===== src/rtl/int_seq.sv =====
// Interrupt sequencer: synchronises int_req, takes it at instruction boundaries,
// drives the save register and vector load, and tracks ie / in-service state.
module int_seq #(
  parameter int unsigned       PC_W        = 12,
  parameter logic [PC_W-1:0]   VECTOR      = PC_W'(12'h001),
  parameter int unsigned       SYNC_STAGES = 2
) (
  input  logic            clk,
  input  logic            rst,
  input  logic            cen,
  input  logic            int_req,
  input  logic            inst_done,
  input  logic            enai,
  input  logic            disi,
  input  logic            reti,
  input  logic [PC_W-1:0] pc_next,
  input  logic            c_i,
  input  logic            z_i,
  output logic            save_we,
  output logic [PC_W-1:0] save_pc,
  output logic            save_c,
  output logic            save_z,
  output logic            vec_load,
  output logic [PC_W-1:0] vec_pc,
  output logic            restore,
  output logic            int_ack,
  output logic            ie,
  output logic            in_isr,
  output logic            reti_err
);

  typedef enum logic [1:0] {ST_RUN, ST_SAVE, ST_VEC, ST_ISR} state_e;

  state_e                 state_q, state_d;
  logic [SYNC_STAGES-1:0] sync_q, sync_d;
  logic                   ie_q, ie_d;
  logic                   reti_err_q, reti_err_d;
  logic [PC_W-1:0]        save_pc_q, save_pc_d;
  logic                   save_c_q, save_c_d;
  logic                   save_z_q, save_z_d;

  logic req_s;
  logic boundary;
  logic take;

  assign req_s    = sync_q[SYNC_STAGES-1];
  assign boundary = cen & inst_done;
  // The decision uses the registered ie, so enai cannot admit a request in its own boundary.
  assign take     = (state_q == ST_RUN) & boundary & ie_q & req_s;

  // State register
  always_ff @(posedge clk or negedge rst) begin
    if (!rst) begin
      state_q <= ST_RUN;
    end else begin
      state_q <= state_d;
    end
  end

  // Datapath registers
  always_ff @(posedge clk or negedge rst) begin
    if (!rst) begin
      sync_q     <= '0;
      ie_q       <= 1'b0;
      reti_err_q <= 1'b0;
      save_pc_q  <= '0;
      save_c_q   <= 1'b0;
      save_z_q   <= 1'b0;
    end else begin
      sync_q     <= sync_d;
      ie_q       <= ie_d;
      reti_err_q <= reti_err_d;
      save_pc_q  <= save_pc_d;
      save_c_q   <= save_c_d;
      save_z_q   <= save_z_d;
    end
  end

  // Next-state logic
  always_comb begin
    state_d = state_q;
    if (cen) begin
      unique case (state_q)
        ST_RUN:  if (take) state_d = ST_SAVE;
        ST_SAVE: state_d = ST_VEC;
        ST_VEC:  state_d = ST_ISR;
        ST_ISR:  if (inst_done && reti) state_d = ST_RUN;
        default: state_d = ST_RUN;
      endcase
    end
  end

  // Datapath next values
  always_comb begin
    sync_d     = sync_q;
    ie_d       = ie_q;
    reti_err_d = reti_err_q;
    save_pc_d  = save_pc_q;
    save_c_d   = save_c_q;
    save_z_d   = save_z_q;

    if (cen) begin
      sync_d = {sync_q[SYNC_STAGES-2:0], int_req};
    end

    if (boundary && (state_q == ST_RUN || state_q == ST_ISR)) begin
      if (disi) begin
        ie_d = 1'b0;
      end else if (enai) begin
        ie_d = 1'b1;
      end
    end

    if (cen && state_q == ST_SAVE) begin
      ie_d = 1'b0;
    end

    // Return from the ISR re-enables interrupts regardless of enai/disi.
    if (boundary && reti && state_q == ST_ISR) begin
      ie_d = 1'b1;
    end

    if (boundary && reti && state_q == ST_RUN) begin
      reti_err_d = 1'b1;
    end

    if (take) begin
      save_pc_d = pc_next;
      save_c_d  = c_i;
      save_z_d  = z_i;
    end
  end

  // Output decode
  always_comb begin
    save_we  = 1'b0;
    vec_load = 1'b0;
    int_ack  = 1'b0;
    in_isr   = 1'b0;
    restore  = 1'b0;
    unique case (state_q)
      ST_SAVE: save_we = 1'b1;
      ST_VEC: begin
        vec_load = 1'b1;
        int_ack  = 1'b1;
      end
      ST_ISR: begin
        in_isr  = 1'b1;
        restore = boundary & reti;
      end
      default: ;
    endcase
  end

  assign save_pc  = save_pc_q;
  assign save_c   = save_c_q;
  assign save_z   = save_z_q;
  assign vec_pc   = VECTOR;
  assign ie       = ie_q;
  assign reti_err = reti_err_q;

endmodule


===== config.mk =====
export PLATFORM = sky130hd
export DESIGN_NAME = int_seq
export DESIGN_NICKNAME = d
export VERILOG_FILES = /design/src/rtl/int_seq.sv
export SDC_FILE = /design/constraint.sdc
export NUM_CORES = 1
export LEC_CHECK = 0
export ABC_AREA = 0
export CAP_MARGIN = 5
export CORE_UTILIZATION = 40
export CTS_BUF_LIST = sky130_fd_sc_hd__clkbuf_4
export CTS_CLUSTER_SIZE = 16
export DETAILED_ROUTE_END_ITERATION = 12
export GPL_ROUTABILITY_DRIVEN = 0
export GPL_TIMING_DRIVEN = 0
export PLACE_DENSITY = 0.82
export SYNTH_ARGS = -nofsm -noshare
export SYNTH_HDL_FRONTEND = slang
export SYNTH_SLANG_ARGS = --single-unit

===== constraint.sdc =====
create_clock -name clk -period 1.85 [get_ports clk]
set_input_delay 0.555 -clock clk [delete_from_list [all_inputs] [get_ports clk]]
set_output_delay 0.555 -clock clk [all_outputs]
set_load 0.005 [all_outputs]

After elaboration in Yosys (flattened, before gate mapping):

Index checks and enable logic that the tools add are counted.

* ROM bits: 0
* register bits after elaboration: 20
* output and inout bits: 33
* memories kept: 0
* word-level logic and storage cells: 41
* memory bits (writable): 0
* latch bits: 0

* bitwise logic cells: 5
* $mul: 0
* eq/ne operators: 5
* reductions and logical operators: 12
* muxes and demuxes: 12
* magnitude comparators: 0
* add/sub/neg operators: 0
* divide/modulo/power cells: 0
* shift-type cells: 0

Operators by type and width (number)
* 1-bit two-way mux: 9
* 2-bit one-hot mux with 4 select lines: 1
* 1-bit logical AND: 6
* 1-bit bitwise AND: 5
* 2-bit == test (second input constant): 2
* 2-bit two-way mux: 2
* 2-bit inequality test (second input constant): 2
* 4-bit nonzero test: 1
* 3-bit AND reduction: 1
* 3-bit nonzero test: 1
* 2-bit by 1-bit == test with 1-bit output (second input constant): 1
* 2-bit logical NOT: 1
* 2-bit AND reduction: 1
* 1-bit logical OR: 1

Logic depth before layout (Yosys ltp):

Gate-level depths: netlist of run 1.

* depth in word-level cells: 6
* mapped depth: 5
* gate-level depth less buffers: 5

Worst setup path before layout of run 1:

Ideal clock, no wire load.

* path type: flip-flop to flip-flop
* from: register state_q[0]
* to: register state_q[1]
* path slack: 380 ps
* arrival: 1345 ps
* cell stages (with the launch flop): 5
* clock period less this slack: 1470 ps
* setup time: 125 ps
* path through: dfrtp_1 > inv_1 > ha_1 > a221oi_2 > mux2_2

* word-level cells in the longest chain between the ends: 6

RTL lines
* start: declaration: line 34 `state_e state_q, state_d;`
* start signal: assignment: line 56 `state_q <= state_d;`
* 2-bit logical NOT: line 49, 83
* 1-bit bitwise AND (3 in series): line 49 `assign take = (state_q == ST_RUN) & boundary & ie_q & req_s;`
* 2-bit inequality test (no line)
* 3-bit AND reduction (no line)

Parallel ways exist; a longest one is shown, timed or not.
A chain may end at the register's enable or synchronous reset.

Worst setup path in the final report of run 1:

* from: input inst_done
* to: output restore

* word-level cells in the longest chain between the ends: 3

RTL lines
* start: declaration: line 12 `input logic inst_done,`
* 1-bit bitwise AND: line 47 `assign boundary = cen & inst_done;`
* 1-bit bitwise AND: line 149 `restore = boundary & reti;`
* 1-bit two-way mux: line 141 `unique case (state_q)`
* end: declaration: line 25 `output logic restore,`

No other way between the ends.

==> out/qor.csv, run 1 <==
stage;metric;value;unit
power;power.leakage;0.806;nW
logic_synthesis;ys_ff_latch;20;
global_routing;grt_usage;14.4;%
cts;h-tree-depth;1;
power;powerDensity;1250;nW/um2
timing;slew-limit-headroom;42.9;%
detailed_routing;drc;0;
global_routing;grt_first_pass_wirelength;2950;um
timing;period_minus_slack;1.82;ns
placement;dp_hpwl;1390;um
placement;placed_area;1530;um2
run;cap_violations;0;
critical_path;cpMaxStageDelayCell;clkdlybuf4s15_1;
critical_path;cp.required;1.29;ns
detailed_routing;routed_wl;1850;um
detailed_routing;ant_nets;0;
power;vdd_drop_max;0.822;mV
cts;cts_tree;built;
cts;clock_path_buffers;2;
timing;finClkSkew;0.00425;ns
cts;worstSkewPairLatency;0.29;ns
critical_path;startpoint;inst_done;
logic_synthesis;avgSynthCellArea;14.0;um2
critical_path;r2r_end;state_q[1]$_DFFE_PN0P_;
layout;syn_to_final_growth;56.4;%
floorplan;die_h;52.8;um
critical_path;path_cells;clkdlybuf4s15_1, and2_4, and3_4, buf_6;
floorplan;row_count;18;
floorplan;core-area;2450;um2
floorplan;start_util;42.1;%
detailed_routing;routedWlPerCell;11.2;um
placement;dp_cells;156;
layout;nets;163;
timing;hold_viol;0;
timing;rsz0062_at_grt;true;
cts;cts_sinks;20;
critical_path;critPathTopFamily;simple AND/OR/NAND/NOR gates;
floorplan;io_pins;55;
worst_hold_path;hold_depth;1;
layout;antennaDiodeCount;0;
logic_synthesis;syn-instance-count;74;
detailed_routing;dr.pass1.iters;2;
logic_synthesis;yosysSeqAreaShare;48.4;%
layout;fin_area;1620;um2
critical_path;r2r_cells;5;
run_status;status;completed;
critical_path;path_max_fanout;4;
critical_path;cp-endpoint;restore;
cts;path_clk_slew;0.11;ns
timing;finalMaxSlewViolations;0;
layout;final_util;65.9;%
global_routing;antenna_found_initial;0;
placement;port_buffers;42;
critical_path;slowest_delay;0.23;ns
floorplan;dieArea;2790;um2
global_routing;overflow;0;
critical_path;r2r-start;state_q[1]$_DFFE_PN0P_;
cts;tritoncts.num_buffers;3;
cts;clockRootBuffer;clkbuf_4;
logic_synthesis;syn_area;1030;um2
detailed_routing;viasPerCell;4.32;
detailed_routing;vias;712;
critical_path;path_class;input pin to output port;
floorplan;die_w;52.8;um
critical_path;critPathArrivalTime;1.26;ns
critical_path;startpoint_type;input pin;
worst_hold_path;hp-class;register to register;
global_routing;grt_max_degree;21;
critical_path;endpoint_kind;output port;
timing;fin_crit_sh;98.2;%
critical_path;ff2ff_setup_slack;0.18;ns
critical_path;path_buf_inv;2;
layout;layout-drive-gt1-share;39.3;%
layout;final-instance-count-excl-fill;165;
timing;finalSetupViolCount;0;
logic_synthesis;synth_cell_types;21;
critical_path;critical_path_cell_count;4;
timing;fmax;0.551;GHz
timing;tightest_slew;0.854;ns
detailed_routing;drtIter0Drc;3;
global_routing;first_global_vias;716;
logic_synthesis;synth_warnings;0;
==> metrics by stage <==
step	worst slack, ns	TNS, ns	hold slack (ns)	total power (W)
floorplan	0.380	0	0.259	0.00119
global placement	-0.749	-4.69	0.460	0.00170
detailed placement	-0.786	-4.91	0.461	0.00172
CTS	-0.111	-0.112	0.486	0.00200
global route	-0.0273	-0.0314	0.498	0.00217
finish	0.0337	0	0.484	0.00202
==> how the worst min path moves through the flow <==
| stage | to | startpoint | slack (ns) |
|---|---|---|---|
| finish | reti_err$_DFFE_PN0P_ | reti_err$_DFFE_PN0P_ | 0.48 |
| global route | reti_err$_DFFE_PN0P_ | reti_err$_DFFE_PN0P_ | 0.50 |
| CTS | reti_err$_DFFE_PN0P_ | reti_err$_DFFE_PN0P_ | 0.49 |
| detailed placement | reti_err$_DFFE_PN0P_ | reti_err$_DFFE_PN0P_ | 0.46 |
| global placement | reti_err$_DFFE_PN0P_ | reti_err$_DFFE_PN0P_ | 0.46 |
| floorplan | ie$_DFFE_PN0P_ | rst | 0.26 |
==> layout by cell type (no fill, tap or decap), types with 2 or more instances in the layout <==
| cell type | netlist | routed |
|---|---|---|
| buf_4 | 13 | 17 |
| buf_6 | 1 | 4 |
| clkbuf_4 | 0 | 3 |
| clkdlybuf4s50_1 | 0 | 34 |
| conb_1 | 2 | 12 |
| dfrtp_1 | 20 | 19 |
| dlygate4sd2_1 | 0 | 3 |
| ha_1 | 5 | 3 |
| ha_4 | 0 | 2 |
| inv_2 | 0 | 2 |
| mux2_2 | 7 | 7 |
| mux2_4 | 10 | 10 |
==> worst reg2reg max path: cells and delay by family, from the launching register on <==
family	cells	cell delay, ns
AO/OA/AOI/OAI	1	0.33
adder cells (fa/ha/maj)	1	0.23
buffers and inverters	2	0.20
flip-flops	1	0.44
multiplexers	1	0.37
==> cell families (layout without fill, tap and decap cells) <==
| logic type | Yosys count | count (layout) | share of synthesized area (%) |
|---|---|---|---|
| mux | 18 | 18 | 23.1 |
| simple gates | 7 | 7 | 5.69 |
| compound gates | 5 | 5 | 4.36 |
| flops | 20 | 20 | 48.4 |
| buf+inv | 17 | 68 | 11.6 |
| other cells | 2 | 12 | 0.727 |
| fa+ha+maj | 5 | 5 | 6.05 |
==> cells in the mapped netlist <==
master	number	area, um2
nand4_1	1	6.26
conb_1	2	7.51
and3b_1	1	8.76
a221oi_2	1	15.0
a21oi_1	1	5.00
and2_4	1	8.76
nand2_1	1	3.75
mux2i_1	1	10.0
mux2_4	10	150
inv_1	3	11.3
and3_1	1	6.26
buf_6	1	11.3
ha_1	5	62.6
a31o_2	1	8.76
buf_4	13	97.6
o21bai_1	1	7.51
nor2_1	1	3.75
a22o_1	1	8.76
nand4_4	1	21.3
dfrtp_1	20	500
mux2_2	7	78.8
==> report_power, final <==
group | leakage [nW] | switching, W | internal (W)
registers | 0.254 | 0.000127 | 0.000627
clock network | 0.0154 | 0.000122 | 0.0000782
logic | 0.537 | 0.000323 | 0.000737
total | 0.806 | 0.000573 | 0.00144
==> sequential cells by signal, indices dropped and copies added, names as in the netlist <==
register / flops
ie: 1
reti_err: 1
sync_q: 2
save_z: 1
state_q: 2
save_c: 1
save_pc: 12
==> cell type report <==
| cell class | instances | area, um2 |
|---|---|---|
| Inverter | 3 | 11.3 |
| Timing Repair Buffer | 47 | 450 |
| Fill cell | 199 | 838 |
| Multi-Input combinational cell | 47 | 480 |
| Clock inverter | 1 | 3.75 |
| Tap cell | 30 | 37.5 |
| Buffer | 14 | 109 |
| Sequential cell | 20 | 502 |
| Clock buffer | 3 | 22.5 |
==> layer usage <==
layer | track usage [%] | wire length, um
met1 | 17.5 | 804
met2 | 25.1 | 876
met3 | 4.35 | 171
met4 | 2.63 | 0
met5 | 0 | 0
==> repair_timing <==
| item | 4_1_cts | 5_1_grt |
|---|---|---|
| setup buffers | 4 | 2 |
| setup endpoints to repair | 16 | 5 |
| pin swaps | 1 | 1 |
| resized for setup | 21 | 11 |
| hold buffers | 0 | 0 |
No activity file was read; power rests on OpenSTA's default activity.
==> inputs of run 2 (changes only) <==
Settings changed: SLEW_MARGIN from default to 20.
==> results of run 2 <==
Final layout, timing and power as in run 1 (identical DEF).
==> variant: new RTL, flow settings as in run 2 <==
`PC_W`: 12 -> 24.
--- a/src/rtl/int_seq.sv
+++ b/src/rtl/int_seq.sv
@@ -1,7 +1,7 @@
 // Interrupt sequencer: synchronises int_req, takes it at instruction boundaries,
 // drives the save register and vector load, and tracks ie / in-service state.
 module int_seq #(
-  parameter int unsigned       PC_W        = 12,
+  parameter int unsigned       PC_W        = 24,
   parameter logic [PC_W-1:0]   VECTOR      = PC_W'(12'h001),
   parameter int unsigned       SYNC_STAGES = 2
 ) (
Interface: changed (resized pc_next, save_pc and vec_pc); port bits go from 55 to 91. The function was not compared with the original's and may differ.
==> variant against run 2 <==
- the run now ends with setup timing left
- critical path depth did not move
- combinational power rose by 52%
- core utilization rose by 2.0 points
- total power rose by 59%
- wire length rose by 91%
- worst setup slack got worse by 0.043 ns
- register-to-register slack got worse by 0.08 ns
- worst hold slack got worse by 0.21 ns
- synthesized area rose by 55%
- sequential cell count rose by 12
- final area rose by 57%
- non-clock buffer count rose by 39
- critical path type unchanged
==> variant: results (changes against run 2) <==
Global route
The number of antenna violations at the first check in global routing came to 0 (unchanged). The wire length of the first global-routing pass is 5600 µm (was 2950 µm). The largest net degree at the start of global routing is 33 (was 21). The met3 demand-to-capacity share in global routing is 0.0486 (was 0.0435). The total track usage came to 0.179 (was 0.144).

The via count of the first global-routing pass came to 1235 (was 716). The met2 capacity usage during global routing is 0.323 (was 0.251). The met1 demand-to-capacity share in global routing is 0.191 (was 0.175).

Min path
The path class of the lowest-slack min-delay path is input pin to asynchronous set/reset pin (was register to register).

Route
The post-route antenna net violation count is 0 (unchanged). The number of iterations in the first detailed-routing pass is 4 (was 2). The DRC violation total after the first TritonRoute iteration is 12 (was 3). The ratio of routed vias to standard cells is 4.37 (was 4.32). The average routed wire per standard cell is 13.5 µm (was 11.2 µm).

Clock tree
The clock-pin slew on the worst setup and hold paths is 0.09 ns (was 0.11 ns). The cts-stage hold buffer count is 0 (unchanged). The total number of H-tree levels is 2 (was 1). The buffer depth of the longest clock path came to 2 (unchanged). The clock buffer count from CTS came to 5 (was 3). The clock root buffer is clkbuf_4 (unchanged). The clock latency of the later-clocked register in the worst-skew pair is 0.32 ns (was 0.29 ns).

Critical path
The peak fanout along the critical path is 4 (unchanged).

Power and ir drop
The maximum resistive drop on vdd is 0.000672 V (was 0.000822 V). The cell leakage power came to 1.29 nW (was 0.806 nW).

Place
The pre-CTS worst setup slack is -0.783 ns (was -0.786 ns). The number of buffer cells added on primary ports is 66 (was 42). The cell area after placement came to 2400 µm² (was 1530 µm²). The HPWL reported at the end of detailed placement is 2560 µm (was 1390 µm).

STA
The count of final setup violators is 1 (was 0). The final total negative setup slack is -0.00939 ns (was 0 ns). The measured slew at the worst slew-check pin is 0.721 ns (was 0.854 ns). The worst setup slack after layout is -0.00939 ns (was 0.0337 ns). The worst clock skew on the final layout was 0.00221 ns (was 0.00425 ns).

Synthesis
The count of yosys warnings during synthesis is 0 (unchanged). The async set or reset register ratio after synthesis is 1.00 (unchanged). The distinct cell type count after synthesis came to 21 (unchanged). The sequential-to-total area share from yosys stat is 0.500 (was 0.484). Cells taking the most area after synthesis: dfrtp_1 50%, mux2_4 19%, buf_4 12%, mux2_2 6.3%, ha_1 3.9% (was dfrtp_1 48%, mux2_4 15%, buf_4 9.4%, mux2_2 7.6%, ha_1 6.1%).

Cell types with the highest counts after synthesis: 32 x dfrtp_1, 25 x buf_4, 20 x mux2_4 (was 20 x dfrtp_1, 13 x buf_4, 10 x mux2_4).

Status
Status: finished, violations left (was finished clean). The final reports fail on setup timing.

Layout
The number of nets in the layout is 252 (was 163). The fraction of layout instances using a drive strength above 1 came to 0.404 (was 0.393). The number of antenna repair diodes was 0 (unchanged).

The flip-flop count of the largest register, all copies and words added came to 24 (was 12). The number of fillers in the final layout is 280 (was 199).
==> variant: metrics by stage <==
| stage | hold WS (ns) | util | cells | total power [mW] |
|---|---|---|---|---|
| global route | 0.320 | 0.679 | 261 | 3.42 |
| finish | 0.276 | 0.679 | 261 | 3.20 |
| detailed placement | 0.477 | 0.641 | 247 | 2.69 |
| floorplan | 0.259 | - | 133 | 1.84 |
| CTS | 0.299 | 0.672 | 259 | 3.20 |
| global placement | 0.453 | 0.642 | 247 | 2.64 |
==> variant: critical path, cell delays in order <==
cell and delay [ns]:
dlygate4sd2_1 0.27, and2_4 0.19, and3_4 0.20, buf_6 0.09
==> variant: where the power goes <==
group | internal (mW) | switching [mW]
sequential | 1.01 | 0.195
clock | 0.155 | 0.229
combinational | 1.14 | 0.480
total | 2.30 | 0.903
==> variant: layer usage <==
layer / up-vias / part of all wire
met5: - / 0
li1: 534 / -
met4: 0 / 0.018
met2: 66 / 0.52
met1: 532 / 0.39
met3: 8 / 0.078
==> variant: worst paths after layout <==
| path | cells after the start | slack (ns) | from | endpoint |
|---|---|---|---|---|
| setup / recovery | 4 | -0.009 | inst_done | restore |
| hold / removal | 1 | 0.28 | rst | save_pc[2] |
| setup reg to reg | 6 | 0.10 | state_q[0] | state_q[1] |
| hold reg to reg | 1 | 0.51 | save_pc[5] | save_pc[5] |
| max in group asynchronous | 1 | 1.07 | rst | state_q[1] |
| min in group clk | 1 | 0.51 | save_pc[5] | save_pc[5] |
==> variant: kinds of logic after synthesis <==
family / after synthesis / synth area share
buffers and inverters: 30 / 0.138
other: 2 / 0.00469
DFF: 32 / 0.500
muxes: 30 / 0.257
adders and majority gates: 5 / 0.0391
AOI/OAI and AO/OA: 5 / 0.0242
and+or+nand+nor: 7 / 0.0367
==> variant: final cells by class <==
class                   instances  area share
clock inverters                 1     0.00197
plain buffers                  27      0.0827
well taps                      48      0.0236
inverters                       3     0.00542
flip-flops and latches         32       0.316
clock buffers                   6      0.0177
multi-input cells              71       0.276
repair buffers                 73       0.277
==> variant: repair_timing <==
item                       in CTS  in global routing
setup endpoints to repair      27                 25
buffers inserted                5                  2
pin swaps                       1                  1
resized for setup              25                  7
